## src/rtl/cnt_step_arb.sv

```systemverilog
// ============================================================================
// Module  : cnt_step_arb
// Brief   : Round-robin arbiter that slews a shared external up/down counter
//           toward the granted requester's target, one step per STEP_DIV cycles.
//           Macro TGT_WRAP_PATH_EN selects shortest-path stepping with wrap.
// Revision: 1.0  initial release
// ============================================================================
`default_nettype none

module cnt_step_arb #(
  parameter int W        = 4,
  parameter int STEP_DIV = 4
) (
  input  logic         clk,
  input  logic         rst,
  input  logic [1:0]   req,
  input  logic [W-1:0] tgt0,
  input  logic [W-1:0] tgt1,
  input  logic [W-1:0] cnt_val,
  output logic [1:0]   gnt,
  output logic         busy,
  output logic         done,
  output logic         cnt_en,
  output logic         cnt_dwn
);

  localparam int           DW       = $clog2(STEP_DIV);
  localparam logic [DW-1:0] DIV_LAST = DW'(STEP_DIV - 1);

  typedef enum logic [1:0] {
    S_IDLE = 2'd0,
    S_MOVE = 2'd1,
    S_DONE = 2'd2
  } state_t;

  state_t        state_q, state_d;
  logic [1:0]    gnt_q, gnt_d;
  logic [W-1:0]  tgt_q, tgt_d;
  logic [DW-1:0] div_q, div_d;
  logic          last_q, last_d;
  logic          done_q, done_d;
  logic          cnt_en_q, cnt_en_d;
  logic          cnt_dwn_q, cnt_dwn_d;

  logic          owner;
  logic          winner;
  logic          at_tgt;
  logic          step_dwn;

  assign owner  = gnt_q[1];
  assign at_tgt = (cnt_val == tgt_q);
  // With both requesting, the one not served last wins.
  assign winner = (req == 2'b11) ? ~last_q : req[1];

`ifdef TGT_WRAP_PATH_EN
  localparam logic [W-1:0] HALF = {1'b1, {(W-1){1'b0}}};
  logic [W-1:0] diff;
  assign diff     = tgt_q - cnt_val;
  assign step_dwn = (diff > HALF);
`else
  assign step_dwn = (cnt_val > tgt_q);
`endif

  always_comb begin
    state_d   = state_q;
    gnt_d     = gnt_q;
    tgt_d     = tgt_q;
    div_d     = div_q;
    last_d    = last_q;
    done_d    = 1'b0;
    cnt_en_d  = 1'b0;
    cnt_dwn_d = cnt_dwn_q;
    case (state_q)
      S_IDLE: begin
        if (|req) begin
          gnt_d   = winner ? 2'b10 : 2'b01;
          tgt_d   = winner ? tgt1 : tgt0;
          div_d   = '0;
          state_d = S_MOVE;
        end
      end
      S_MOVE: begin
        div_d = (div_q == DIV_LAST) ? '0 : div_q + DW'(1);
        if (!req[owner]) begin
          gnt_d   = 2'b00;
          last_d  = owner;
          state_d = S_IDLE;
        end else if (div_q == DIV_LAST) begin
          if (at_tgt) begin
            done_d  = 1'b1;
            state_d = S_DONE;
          end else begin
            cnt_en_d  = 1'b1;
            cnt_dwn_d = step_dwn;
          end
        end
      end
      S_DONE: begin
        gnt_d   = 2'b00;
        last_d  = owner;
        state_d = S_IDLE;
      end
      default: begin
        gnt_d   = 2'b00;
        state_d = S_IDLE;
      end
    endcase
  end

  always_ff @(posedge clk) begin
    if (rst) begin
      state_q   <= S_IDLE;
      gnt_q     <= 2'b00;
      tgt_q     <= '0;
      div_q     <= '0;
      last_q    <= 1'b1;
      done_q    <= 1'b0;
      cnt_en_q  <= 1'b0;
      cnt_dwn_q <= 1'b0;
    end else begin
      state_q   <= state_d;
      gnt_q     <= gnt_d;
      tgt_q     <= tgt_d;
      div_q     <= div_d;
      last_q    <= last_d;
      done_q    <= done_d;
      cnt_en_q  <= cnt_en_d;
      cnt_dwn_q <= cnt_dwn_d;
    end
  end

  assign gnt     = gnt_q;
  assign busy    = |gnt_q;
  assign done    = done_q;
  assign cnt_en  = cnt_en_q;
  assign cnt_dwn = cnt_dwn_q;

endmodule

`default_nettype wire

```

## config.mk

```make
export PLATFORM = sky130hd
export DESIGN_NAME = cnt_step_arb
export DESIGN_NICKNAME = d
export VERILOG_FILES = /design/src/rtl/cnt_step_arb.sv
export SDC_FILE = /design/constraint.sdc
export NUM_CORES = 1
export LEC_CHECK = 0
export BUFFER_PORTS_ARGS = -buffer_cell sky130_fd_sc_hd__buf_2
export CAP_MARGIN = 20
export CORE_MARGIN = 2
export CORE_UTILIZATION = 49
export CTS_CLUSTER_SIZE = 25
export DETAILED_ROUTE_END_ITERATION = 10
export GPL_ROUTABILITY_DRIVEN = 0
export PLACE_DENSITY = 0.73
export SLEW_MARGIN = 25
export SYNTH_ARGS = -nofsm -noshare
export SYNTH_HDL_FRONTEND = slang
export SYNTH_SLANG_ARGS = --single-unit
export TNS_END_PERCENT = 100
```

## constraint.sdc

```tcl
create_clock -name clk -period 1.7 [get_ports clk]
set_input_delay 0 -clock clk [delete_from_list [all_inputs] [get_ports clk]]
set_output_delay 0 -clock clk [all_outputs]
set_load 0.01 [all_outputs]
```

# ---- Word level (Yosys, flattened, before mapping)
# Index checks and enable logic that the tools add are counted.
dict set report word_totals {
  elab_cells 57
  in_bits 16
  regBits 14
  output_inout_bits 6
}
dict set report op_classes {
  n_eq_ne 9
  n_reduce_logical 12
  mux 20
  magnitude_cmp 2
  bitwise 5
  addsub 1
}
# operator count
set ops {}
lappend ops {{$mux 2} 9}
lappend ops {{$pmux 2 s2} 3}
lappend ops {{$reduce_and 2->1} 4}
lappend ops {{$eq 2x2->1 const B} 3}
lappend ops {{$mux 1} 6}
lappend ops {{$ne 3x3->1 const B} 2}
lappend ops {{$not 1->1} 5}
lappend ops {{$eq 4x4->1} 1}
lappend ops {{$gt 4x4->1} 1}
lappend ops {{$mux 4} 1}
lappend ops {{$ne 2x2->1 const B} 2}
lappend ops {{$reduce_and 4->1} 1}
lappend ops {{$reduce_bool 2->1} 2}
lappend ops {{$reduce_or 2->1} 2}
lappend ops {{$reduce_or 4->1} 1}
lappend ops {{$reduce_and 3->1} 1}
lappend ops {{$add 2x1->2 const B} 1}
lappend ops {{$eq 2x1->1 const B} 1}
lappend ops {{$logic_not 2->1} 1}
lappend ops {{$lt 1x2->1 const B} 1}
lappend ops {{$pmux 1 s2} 1}

# ---- Longest topological paths before layout
dict set report logic_depth {
  depth_word 5
  ltp_mapped 7
  mapped_depth_nobuf 6
}

# ---- Worst setup path before layout
# Ideal clock, no wire load.
dict set report synth_path {
  kind {register to register}
  from {register state_q[1]}
  to {register state_q[0]}
  slack_ns 0.327
  required_ns 1.576
  arrival_time_ns 1.249
  n_path_buf 1
  stages_incl_launch_ff 7
  setup_time_ns 0.124
  cell_sequence {dfxtp_1 -> inv_1 -> ha_1 -> or3b_1 -> clkbuf_2 -> a21boi_0 -> mux2i_1}
}
# item line
set synth_rtl {}
lappend synth_rtl {{start, declared} 36} ;# state_t state_q, state_d;
lappend synth_rtl {{start signal, assigned} 121} ;# state_q <= state_d;
lappend synth_rtl {{$eq 2x1->1 or $logic_not 2->1 (tied branches)} 73} ;# case (state_q)
lappend synth_rtl {{$pmux 2 s2 (*)} 73}
lappend synth_rtl {{named net state_d[0]} 36}
# The timed path passes the listed nets; every way through them passes the cells marked *.
# A chain may end at the register's enable or synchronous reset.

# ---- Final worst setup path
dict set report layout_path {
  from {register tgt_q[2]}
  to {register state_q[0]}
}
dict set report layout_between {
  elab_chain_len 3
}
# item line
set layout_rtl {}
lappend layout_rtl {{start, declared} 38} ;# logic [W-1:0] tgt_q, tgt_d;
lappend layout_rtl {{start signal, assigned} 123} ;# tgt_q <= tgt_d;
lappend layout_rtl {{$eq 4x4->1} 51} ;# assign at_tgt = (cnt_val == tgt_q);
lappend layout_rtl {{$ne 3x3->1 (no source line)} --}
lappend layout_rtl {{$reduce_and 3->1 (no source line)} --}
# No other way between the ends.

==> impl_metrics.csv <==
group,metric,value,unit
outcome,status,"finished, final reports clean",
yosys,synth_xor_area_share,0,%
timing,relSlewSlack,75.1,%
routing,drcViolationCount,0,
clock_tree,cts_buffers,3,
finish,layout_common_cells,"buf_2, dfxtp_1, nor2_1",
yosys,synth_compound_area_share,18.9,%
routing,routed_wl,1370,µm
finish,final_nets,130,
die,initial_core_util,51.6,%
critical_path,start_kind,"flop",
routing,wire_per_inst,11.3,µm
place,port_buffers,21,
die,rows,14,
global_routing,grt_usage,17.4,%
die,die_height,43.4,µm
finish,multi_input_area,429,µm²
yosys,synth.distinct_cells,30,
routing,vias_per_cell,5.35,
hold_path,min_path_type,"input pin to flop",
timing,slew_violations,0,
yosys,synth_area,759,µm²
yosys,synth_adder_area_share,11.5,%
finish,drive_above_1_share,26.4,%
timing,setup_viol,0,
global_routing,grt_pass1_vias,607,
finish,utilization,61.2,%
die,die_area,1880,µm²
yosys,synthSimpleGateAreaFrac,18.1,%
power_and_ir_drop,p_total,850,µW
timing,rsz0062_at_grt,"no",
clock_tree,h-tree-depth,1,
routing,ant_nets,0,
yosys,synth_top_family_by_area,"compound AO/OA/AOI/OAI gates",
yosys,synth-warning-count,0,
finish,diodes,0,
clock_tree,cts_resized,0,
finish,area_delta_synth_final,18.6,%
critical_path,crit_arrival,1.70,ns
routing,dr.first_iter.drc_count,9,
critical_path,crit_type,"flop to flop",
yosys,yosysSeqAreaShare,36.9,%
yosys,synth_fp_nets,108,
timing,clock-skew-final,0.00284,ns
timing,hold_ws,0.0477,ns
place,hpwl,1080,µm
die,die_w,43.4,µm
power_and_ir_drop,power_density,944,nW/µm²
finish,ff_latch_area,280,µm²
routing,dr.pass1.iters,4,
yosys,syn-mean-instance-area,8.94,µm²
global_routing,grt_pass1_wl,2470,µm
timing,finalHoldViolCount,0,
die,ioPinCount,22,
clock_tree,insertion_delay,0.28,ns
timing,setup_tns,0,ns
global_routing,grt_overflow,0,
timing,worst_pin_slew,0.372,ns
die,core,1470,µm²
clock_tree,clk_pin_slew,0.09,ns
timing,finalCriticalPeriod,1.49,ns
clock_tree,postCtsSetupBuffers,0,
yosys,syn-instance-count,85,
clock_tree,cts.sinks,14,
yosys,synth.area.mux_share,7.91,%
timing,max_freq,0.671,GHz
finish,num-fill-cells,145,
clock_tree,cts_tree,"yes",
clock_tree,ctsLongestPathBuffers,2,
clock_tree,ctsHoldBuffers,0,
finish,final_common_cell,"buf_2",
job,drv_cap,0,
routing,vias,653,
power_and_ir_drop,leakage,0.409,nW
clock_tree,cts_root_buffer,"clkbuf_4",
critical_path,worstSetupEndpointType,"flop",
critical_path,path_max_fanout,3,
power_and_ir_drop,vdd_ir_drop_max,0.000517,V
global_routing,grt_max_degree,16,
yosys,ys_seq_elements,14,
critical_path,worstPathRequired,1.91,ns
global_routing,antenna_found_initial,0,
timing,post-route-period-util,87.7,%
[sequential cells by signal (all words and copies together) (netlist names)]
name	count
gnt	2
div_q	2
state_q	2
done	1
last_q	1
tgt_q	4
cnt_en	1
cnt_dwn	1
[metal layers]
layer,global-route usage (%),up-vias,routed length (µm)
li1,-,349,-
met1,21.9,287,632
met2,28.1,15,658
met3,2.50,2,65
met4,10.9,0,18
met5,0,-,0
[kinds of logic after synthesis]
| family | after synthesis |
|---|---|
| multiplexers | 6 |
| buffers and inverters | 12 |
| adder cells (fa/ha/maj) | 7 |
| AND/OR/NAND/NOR | 27 |
| AO/OA/AOI/OAI | 19 |
| flip-flops | 14 |
[per-stage QoR]
step | worst slack (ns) | cell area [µm²] | cells
2_1_floorplan | 0.327 | 759 | 85
3_3_place_gp | 0.281 | 865 | 118
3_5_place_dp | 0.208 | 865 | 118
4_1_cts | 0.202 | 901 | 122
5_1_grt | 0.0811 | 901 | 122
6_report | 0.209 | 901 | 122
[report_power, final]
part / internal, mW / total [mW] / switching, mW / leakage [nW]
Combinational: 0.104 / 0.225 / 0.120 / 0.273
Sequential: 0.361 / 0.383 / 0.0217 / 0.115
Clock: 0.130 / 0.243 / 0.112 / 0.0210
[critical path: stages (launching register included)]
cell and delay (ns):
dfxtp_1 0.35, inv_1 0.05, ha_1 0.29, and4_1 0.25
nand2_1 0.07, a21boi_0 0.21, mux2i_1 0.21
[cells in the mapped netlist]
cell type / number / area (µm²)
nand4_1: 1 / 6.26
inv_1: 8 / 30.0
a21boi_0: 1 / 7.51
mux2i_1: 6 / 60.1
or2_2: 1 / 6.26
a21oi_1: 1 / 5.00
or3b_1: 1 / 8.76
o21a_1: 1 / 7.51
clkbuf_2: 1 / 5.00
a221oi_1: 1 / 8.76
a31oi_1: 1 / 6.26
a32oi_1: 4 / 35.0
nor4_1: 1 / 6.26
nor2_1: 11 / 41.3
nand2_1: 3 / 11.3
dfxtp_1: 14 / 280
ha_1: 7 / 87.6
a21boi_2: 1 / 11.3
nand3_1: 1 / 5.00
nor3_1: 3 / 15.0
nand2b_1: 2 / 12.5
clkbuf_1: 2 / 7.51
a21boi_1: 1 / 7.51
a211oi_1: 4 / 30.0
nand2b_2: 1 / 8.76
buf_4: 1 / 7.51
o21ai_0: 3 / 15.0
or2b_1: 1 / 7.51
and4_1: 1 / 8.76
a311o_1: 1 / 10.0
[final timing paths]
kind	from	endpoint	slack [ns]	depth (start not counted)
worst min register to register	div_q[1]	div_q[1]	0.50	2
worst max-delay path	tgt_q[2]	state_q[0]	0.21	6
worst min-delay path	rst	div_q[1]	0.05	2
worst max register to register	tgt_q[2]	state_q[0]	0.21	6
[layout make-up]
type	count	area share [%]
multi-input cells	59	47.6
flip-flops and latches	14	31.1
repair buffers	21	11.7
clock buffers	4	4.03
inverters	8	3.33
well taps	16	2.22
Power figures use the tool's default switching activity.
